File: config.mk
export PLATFORM = sky130hd
export DESIGN_NAME = condlogic
export DESIGN_NICKNAME = d
export VERILOG_FILES = /design/src/rtl/condlogic_pkg.sv /design/src/rtl/condlogic_condcheck.sv /design/src/rtl/condlogic.sv
export SDC_FILE = /design/constraint.sdc
export NUM_CORES = 1
export LEC_CHECK = 0
export BUFFER_PORTS_ARGS = -buffer_cell sky130_fd_sc_hd__buf_2
export CAP_MARGIN = 20
export CORE_AREA = 8 8 45 47
export CTS_CLUSTER_SIZE = 30
export DETAILED_ROUTE_END_ITERATION = 12
export DIE_AREA = 0 0 53 55
export HOLD_SLACK_MARGIN = 0.08
export PLACE_DENSITY = 0.63
export RECOVER_POWER = 100
export SLEW_MARGIN = 30
export SYNTH_ARGS = -nofsm -noshare
export SYNTH_HDL_FRONTEND = slang
export SYNTH_SLANG_ARGS = --single-unit
File: constraint.sdc
create_clock -name clk -period 2.8 [get_ports clk]
set_input_delay 0.28 -clock clk [delete_from_list [all_inputs] [get_ports clk]]
set_output_delay 0.28 -clock clk [all_outputs]
set_load 0.01 [all_outputs]
File: src/rtl/condlogic_pkg.sv
// Shared definitions for the conditional-execution stage: condition-code
// encodings and bit positions inside the {N,Z,C,V} flag word.
package condlogic_pkg;

    localparam logic [3:0] COND_EQ = 4'b0000;
    localparam logic [3:0] COND_NE = 4'b0001;
    localparam logic [3:0] COND_CS = 4'b0010;
    localparam logic [3:0] COND_CC = 4'b0011;
    localparam logic [3:0] COND_MI = 4'b0100;
    localparam logic [3:0] COND_PL = 4'b0101;
    localparam logic [3:0] COND_VS = 4'b0110;
    localparam logic [3:0] COND_VC = 4'b0111;
    localparam logic [3:0] COND_HI = 4'b1000;
    localparam logic [3:0] COND_LS = 4'b1001;
    localparam logic [3:0] COND_GE = 4'b1010;
    localparam logic [3:0] COND_LT = 4'b1011;
    localparam logic [3:0] COND_GT = 4'b1100;
    localparam logic [3:0] COND_LE = 4'b1101;
    localparam logic [3:0] COND_AL = 4'b1110;
    localparam logic [3:0] COND_NV = 4'b1111;

    localparam int FLAG_N = 3;
    localparam int FLAG_Z = 2;
    localparam int FLAG_C = 1;
    localparam int FLAG_V = 0;

endpackage

File: src/rtl/condlogic_condcheck.sv
// Purely combinational condition evaluator: condition field x {N,Z,C,V}.
// Kept free of state so other units (e.g. a branch predictor) can reuse it.
module condcheck
    import condlogic_pkg::*;
(
    input  logic [3:0] cond,
    input  logic [3:0] flags,
    output logic       cond_ex
);

    logic n, z, c, v;
    logic ge;

    assign n  = flags[FLAG_N];
    assign z  = flags[FLAG_Z];
    assign c  = flags[FLAG_C];
    assign v  = flags[FLAG_V];
    assign ge = (n == v);

    // Decode the condition field against the current flags.
    always_comb begin
        cond_ex = 1'b1;
        case (cond)
            COND_EQ: cond_ex = z;
            COND_NE: cond_ex = ~z;
            COND_CS: cond_ex = c;
            COND_CC: cond_ex = ~c;
            COND_MI: cond_ex = n;
            COND_PL: cond_ex = ~n;
            COND_VS: cond_ex = v;
            COND_VC: cond_ex = ~v;
            COND_HI: cond_ex = c & ~z;
            COND_LS: cond_ex = ~c | z;
            COND_GE: cond_ex = ge;
            COND_LT: cond_ex = ~ge;
            COND_GT: cond_ex = ~z & ge;
            COND_LE: cond_ex = z | ~ge;
            COND_AL: cond_ex = 1'b1;
            COND_NV: cond_ex = 1'b1;   // no "never" encoding; behaves as AL
            default: cond_ex = 1'b1;
        endcase
    end

endmodule

File: src/rtl/condlogic.sv
// Conditional-execution and flag-storage stage. Holds NZCV, evaluates the
// instruction condition, and turns raw decoder write requests into the
// qualified enables for the datapath. The verdict is registered once at
// execute so later write-back states reuse it while Cond is held stable.
module condlogic
    import condlogic_pkg::*;
(
    input  logic       clk,
    input  logic       reset,
    input  logic [3:0] Cond,
    input  logic [3:0] ALUFlags,
    input  logic [1:0] FlagW,
    input  logic       PCS,
    input  logic       NextPC,
    input  logic       RegW,
    input  logic       MemW,
    input  logic       FPUW,
    output logic       PCWrite,
    output logic       RegWrite,
    output logic       MemWrite,
    output logic       FPUWrite,
    output logic [3:0] Flags,
    output logic       CondExR
);

    logic [1:0] nz_q;
    logic [1:0] cv_q;
    logic       cond_ex;
    logic       cond_ex_q;
    logic [1:0] flag_write;

    assign Flags = {nz_q, cv_q};

    condcheck u_condcheck (
        .cond    (Cond),
        .flags   (Flags),
        .cond_ex (cond_ex)
    );

    // Unregistered verdict gates flag writes so a failing instruction
    // can never disturb the flags it was tested against.
    assign flag_write = FlagW & {2{cond_ex}};

    // N,Z half of the flag register.
    always_ff @(posedge clk or negedge reset) begin
        if (!reset)
            nz_q <= 2'b00;
        else if (flag_write[1])
            nz_q <= ALUFlags[FLAG_N:FLAG_Z];
    end

    // C,V half of the flag register, independent of the N,Z half.
    always_ff @(posedge clk or negedge reset) begin
        if (!reset)
            cv_q <= 2'b00;
        else if (flag_write[0])
            cv_q <= ALUFlags[FLAG_C:FLAG_V];
    end

    // Condition verdict captured every cycle; uses pre-write flags.
    always_ff @(posedge clk or negedge reset) begin
        if (!reset)
            cond_ex_q <= 1'b0;
        else
            cond_ex_q <= cond_ex;
    end

    assign CondExR = cond_ex_q;

    // Qualified enables; reset squashes them at once through cond_ex_q.
    // NextPC bypasses the condition so fetch always advances.
    assign RegWrite = RegW & cond_ex_q;
    assign MemWrite = MemW & cond_ex_q;
    assign FPUWrite = FPUW & cond_ex_q;
    assign PCWrite  = (PCS & cond_ex_q) | NextPC;

endmodule

Word-level counts from Yosys, hierarchy flattened
Cells that the tools add are included.
- register bits after elaboration: 5
- word-level logic and storage cells: 37
- output and inout bits: 9
- input bits: 17
- reduce and logical (&&, ||, !) cells: 2
- mux-type cells: 1
- bitwise logic cells: 15
- equality and inequality tests: 16
- operator list (operator ; number):
    4-bit equality test (second input constant) ; 8
    4-bit by 3-bit equality test with 1-bit output (second input constant) ; 4
    1-bit case mux with 15 select lines ; 1
    4-bit by 2-bit equality test with 1-bit output (second input constant) ; 2
    1-bit bitwise AND ; 6
    1-bit NOT ; 5
    4-bit by 1-bit equality test with 1-bit output (second input constant) ; 1
    4-bit zero test ; 1
    1-bit bitwise OR ; 3
    2-bit bitwise AND ; 1
    2-bit OR reduction ; 1
    1-bit equality test ; 1

Longest topological paths before layout
- depth after elaboration: 5
- mapped depth: 6
- depth with buffers taken out: 6

Modules after synthesis
Synthesis repeated with hierarchy kept, for this count alone.
- cell total of the unflattened synthesis: 44
- area total of the unflattened synthesis: 405.4 µm²
- by module, submodules not included (module ; area each (µm²) ; cells each ; sequential area each (µm²) ; instances):
    condlogic ; 203.9 ; 15 ; 125.1 ; 1
    condcheck ; 201.4 ; 29 ; 0.0 ; 1

Worst setup path after synthesis
Ideal clock, no wire load.
- path kind: reg2reg
- from: register cv_q[0]
- to: register cv_q[0]
- required time: 2.672 ns
- path slack: 0.953 ns
- arrival: 1.719 ns
- period minus slack after synthesis: 1.847 ns
- path buffers: 0
- cell stages (with the launch flop): 7
- library setup time: 0.128 ns
- cells stage by stage: dfrtp_1 -> xnor2_1 -> nor3_1 -> a2111oi_2 -> nor3_4 -> nor2_2 -> mux2_1
- longest elaborated chain between the ends: 5
- elaborated cells between the ends (all ways): 7
- classes of those cells: 1 x eq/ne; 1 x mux; 5 x bitwise
- ends and longest elaborated chain (element ; line ; text):
    from (decl) ; condlogic.sv:27 ; logic [1:0] cv_q;
    from (signal assigned) ; condlogic.sv:57 ; cv_q <= ALUFlags[FLAG_C:FLAG_V];
    1-bit equality test ; condlogic_condcheck.sv:18 ; assign ge = (n == v);
    1-bit NOT ; condlogic_condcheck.sv:35, condlogic_condcheck.sv:37 ;
    1-bit bitwise OR ; condlogic_condcheck.sv:37 ; COND_LE: cond_ex = z | ~ge;
    1-bit case mux with 15 select lines (*) ; condlogic_condcheck.sv:23 ; case (cond)
    2-bit bitwise AND (*) ; condlogic.sv:42 ; assign flag_write = FlagW & {2{cond_ex}};
Every way passes the cells marked *; elsewhere a longest branch is shown, timed or not.
A chain may end at the register's enable or synchronous reset.

Final worst setup path
Ends and elaborated chain as after synthesis.

==> qor.txt <==
Syn Inst Count: 44
Drt pass-1 iters: 4
Final Wtd Congestion: 0.8033
Cell family with most CP delay: compound AO/OA/AOI/OAI gates
RSZ-0062 raised after global routing: false
CP peak stage delay: 0.69 ns
Outcome: complete, no violations
Num CTS Buffers: 3
Cell area power density: 768.8 mW/mm²
Routed vias/inst: 4.678
CP arrival: 2.26 ns
Area contributors post-synth: dfrtp_1 31%, mux2_1 8.4%, and2_1 4.7%
Gr usage total: 8.064%
Avg Cell Area, Syn: 9.100 µm²
Finished Core Util: 40.60%
Final Setup Violations: 0
Bufs and invs on worst path: 0
Share of cells above drive strength 1: 29.73%
Vias after detailed routing: 421
Tcrit/Tclk final: 76.68%
Core Box Area: 0.001384 mm²
Worst Hold Class: input pin to register
Number of placed cells counting well taps: 85
Final number of hold-violating endpoints: 0
Clock Tree Buf Depth: 2
Fmax: 0.4658 GHz
Vert. Die Dim: 55 µm
Final #Nets: 92
Final HPWL DP: 943.6 µm
Synth Register Bits: 5
Filler cells: 142
Root Driver: clkbuf_4
First DRT Iteration DRCs: 10
MaxCap Viol Count: 0
Top-Level Pins: 26
# Post-CTS Setup Buffers: 0
Leading area contributor after synthesis: dfrtp_1
Yosys warnings: 0
Initial antenna violation count: 0
# resized after CTS: 0
Seq/Total Area, Yosys: 31.25%
Die X: 53 µm
H-tree depth: 1
Leakage: 0.2650 nW
Rows: 14
CP startpoint kind: register
CTS tree: built
Die footprint: 0.002915 mm²
Cts hold-fix bufs: 1
Worst Max-Slew Pin Slew: 0.7486 ns
Syn nets: 61
Grt total ovfl: 0
WS Path Type: register to register
Share of the synthesized area in the top cell type: 31.25%
Slowest stage cell, crit path: a2111oi_0
ANT cells: 0
Setup TNS: 0 ns
Post-Synthesis Cell Area: 400.4 µm²
Commonest non-fill, non-tap cells in the layout: 16 x buf_2, 10 x clkbuf_1, 5 x dfrtp_1, 5 x nand2_1, 4 x inv_1
Layout Cells excl Fill: 90
TritonCTS Sinks: 5
DRC errors left: 0
Largest net degree at the start of global routing: 8
Max-slew headroom: 48.80%
First-pass GRT wire length: 1780 µm
WL/cell: 12.52 µm
CP endpoint kind: register
Vias in the first global route: 455
Final wirelength: 1127 µm
Area grow syn2layout: 40.31%
CTS clock-pin slew for the worst setup and hold paths: 0.04 ns
VDD IR-drop max: 0.3213 mV
Commonest non-fill, non-tap cell in the layout: buf_2
Post-synth cell types: 25
Ordered cell list for the critical path: xnor2_1 > nor3_1 > a2111oi_0 > nor3_4 > nor2_1 > mux2_1
Critical Path RT: 2.92 ns
Worst-path fanout max: 5
Worst-Skew Late Latency: 0.24 ns
Initial core utilization: 28.93%
Antenna Nets Post-Route: 0
Port buffer count: 25
Clock skew: 0.0008507 ns
Max-slew violations: 0
Tmin final: 2.147 ns
[per-layer routing]
layer / global-route usage, % / wire length (µm) / vias to the layer above
met5: 0 / 0 / -
met4: 3.879 / 0 / 0
met3: 3.209 / 98 / 0
met2: 13.48 / 567 / 13
met1: 8.756 / 461 / 191
li1: - / - / 217
[cell families after synthesis]
kind of cell	share of synthesized area, %
and+or+nand+nor	30.32
AOI/OAI and AO/OA	19.38
DFF	31.25
muxes	10.94
buffers and inverters	3.749
xor gates and xnor gates	4.376
[power breakdown]
group,switching (mW),internal (mW)
clock,0.0283,0.0538
sequential,0.0452,0.106
combinational,0.106,0.0922
total,0.180,0.252
[sequential cells by signal, summed over array words and instances (netlist names)]
signal and cells:
CondExR 1, nz_q 2, cv_q 2
[synth_stat cells]
cell,instances
o211ai_1,1
a2111oi_2,1
nor2b_1,1
dfrtp_1,5
o31ai_1,1
a21oi_1,1
or4_1,1
nor3_1,2
o2111ai_1,1
mux2i_1,1
nor3_4,1
nand3_1,1
a21o_1,1
nand2_1,5
or3_1,1
o21ai_0,2
and4bb_1,1
nor2_2,1
inv_1,4
and2_1,3
nor2_1,2
or2_2,1
mux2_1,3
a41oi_2,1
xnor2_1,2
[layout make-up]
class	count	area (µm²)	share of cell area, %
Clock buffer	4	26.28	4.677
Inverter	4	15.01	2.673
Multi-Input combinational cell	35	251.5	44.77
Sequential cell	5	125.1	22.27
Tap cell	16	20.02	3.563
Timing Repair Buffer	26	123.9	22.05
[path summary, 6_finish.rpt]
check | startpoint | to | slack (ns) | cells after the start
setup / recovery | cv_q[0]$_DFFE_PN0P_ | cv_q[0]$_DFFE_PN0P_ | 0.65 | 6
hold / removal | ALUFlags[3] | nz_q[1]$_DFFE_PN0P_ | 0.26 | 2
setup reg to reg | cv_q[0]$_DFFE_PN0P_ | cv_q[0]$_DFFE_PN0P_ | 0.65 | 6
hold reg to reg | cv_q[1]$_DFFE_PN0P_ | cv_q[1]$_DFFE_PN0P_ | 0.54 | 1
max in group asynchronous | reset | cv_q[0]$_DFFE_PN0P_ | 2.18 | 2
min in group asynchronous | reset | cv_q[1]$_DFFE_PN0P_ | 0.42 | 2
[worst reg2reg max path, delay by kind of cell (launching register included)]
kind	cells	cell delay [ns]
AOI/OAI and AO/OA	1	0.69
DFF	1	0.42
xor gates and xnor gates	1	0.19
and+or+nand+nor	3	0.39
muxes	1	0.34
[metrics by stage]
step	total power, mW	setup slack, ns	cell area [µm²]	hold WS [ns]
after floorplan	0.2833	0.9531	400.4	-0.01559
after CTS	0.4598	0.8672	581.8	0.2501
after global placement	0.3686	0.9135	545.5	0.09609
after detailed placement	0.3713	0.8786	545.5	0.09807
after global routing	0.4745	0.4266	561.8	0.2546
final	0.4319	0.6530	561.8	0.2600
Note: power is estimated with default switching activity, not from simulation.
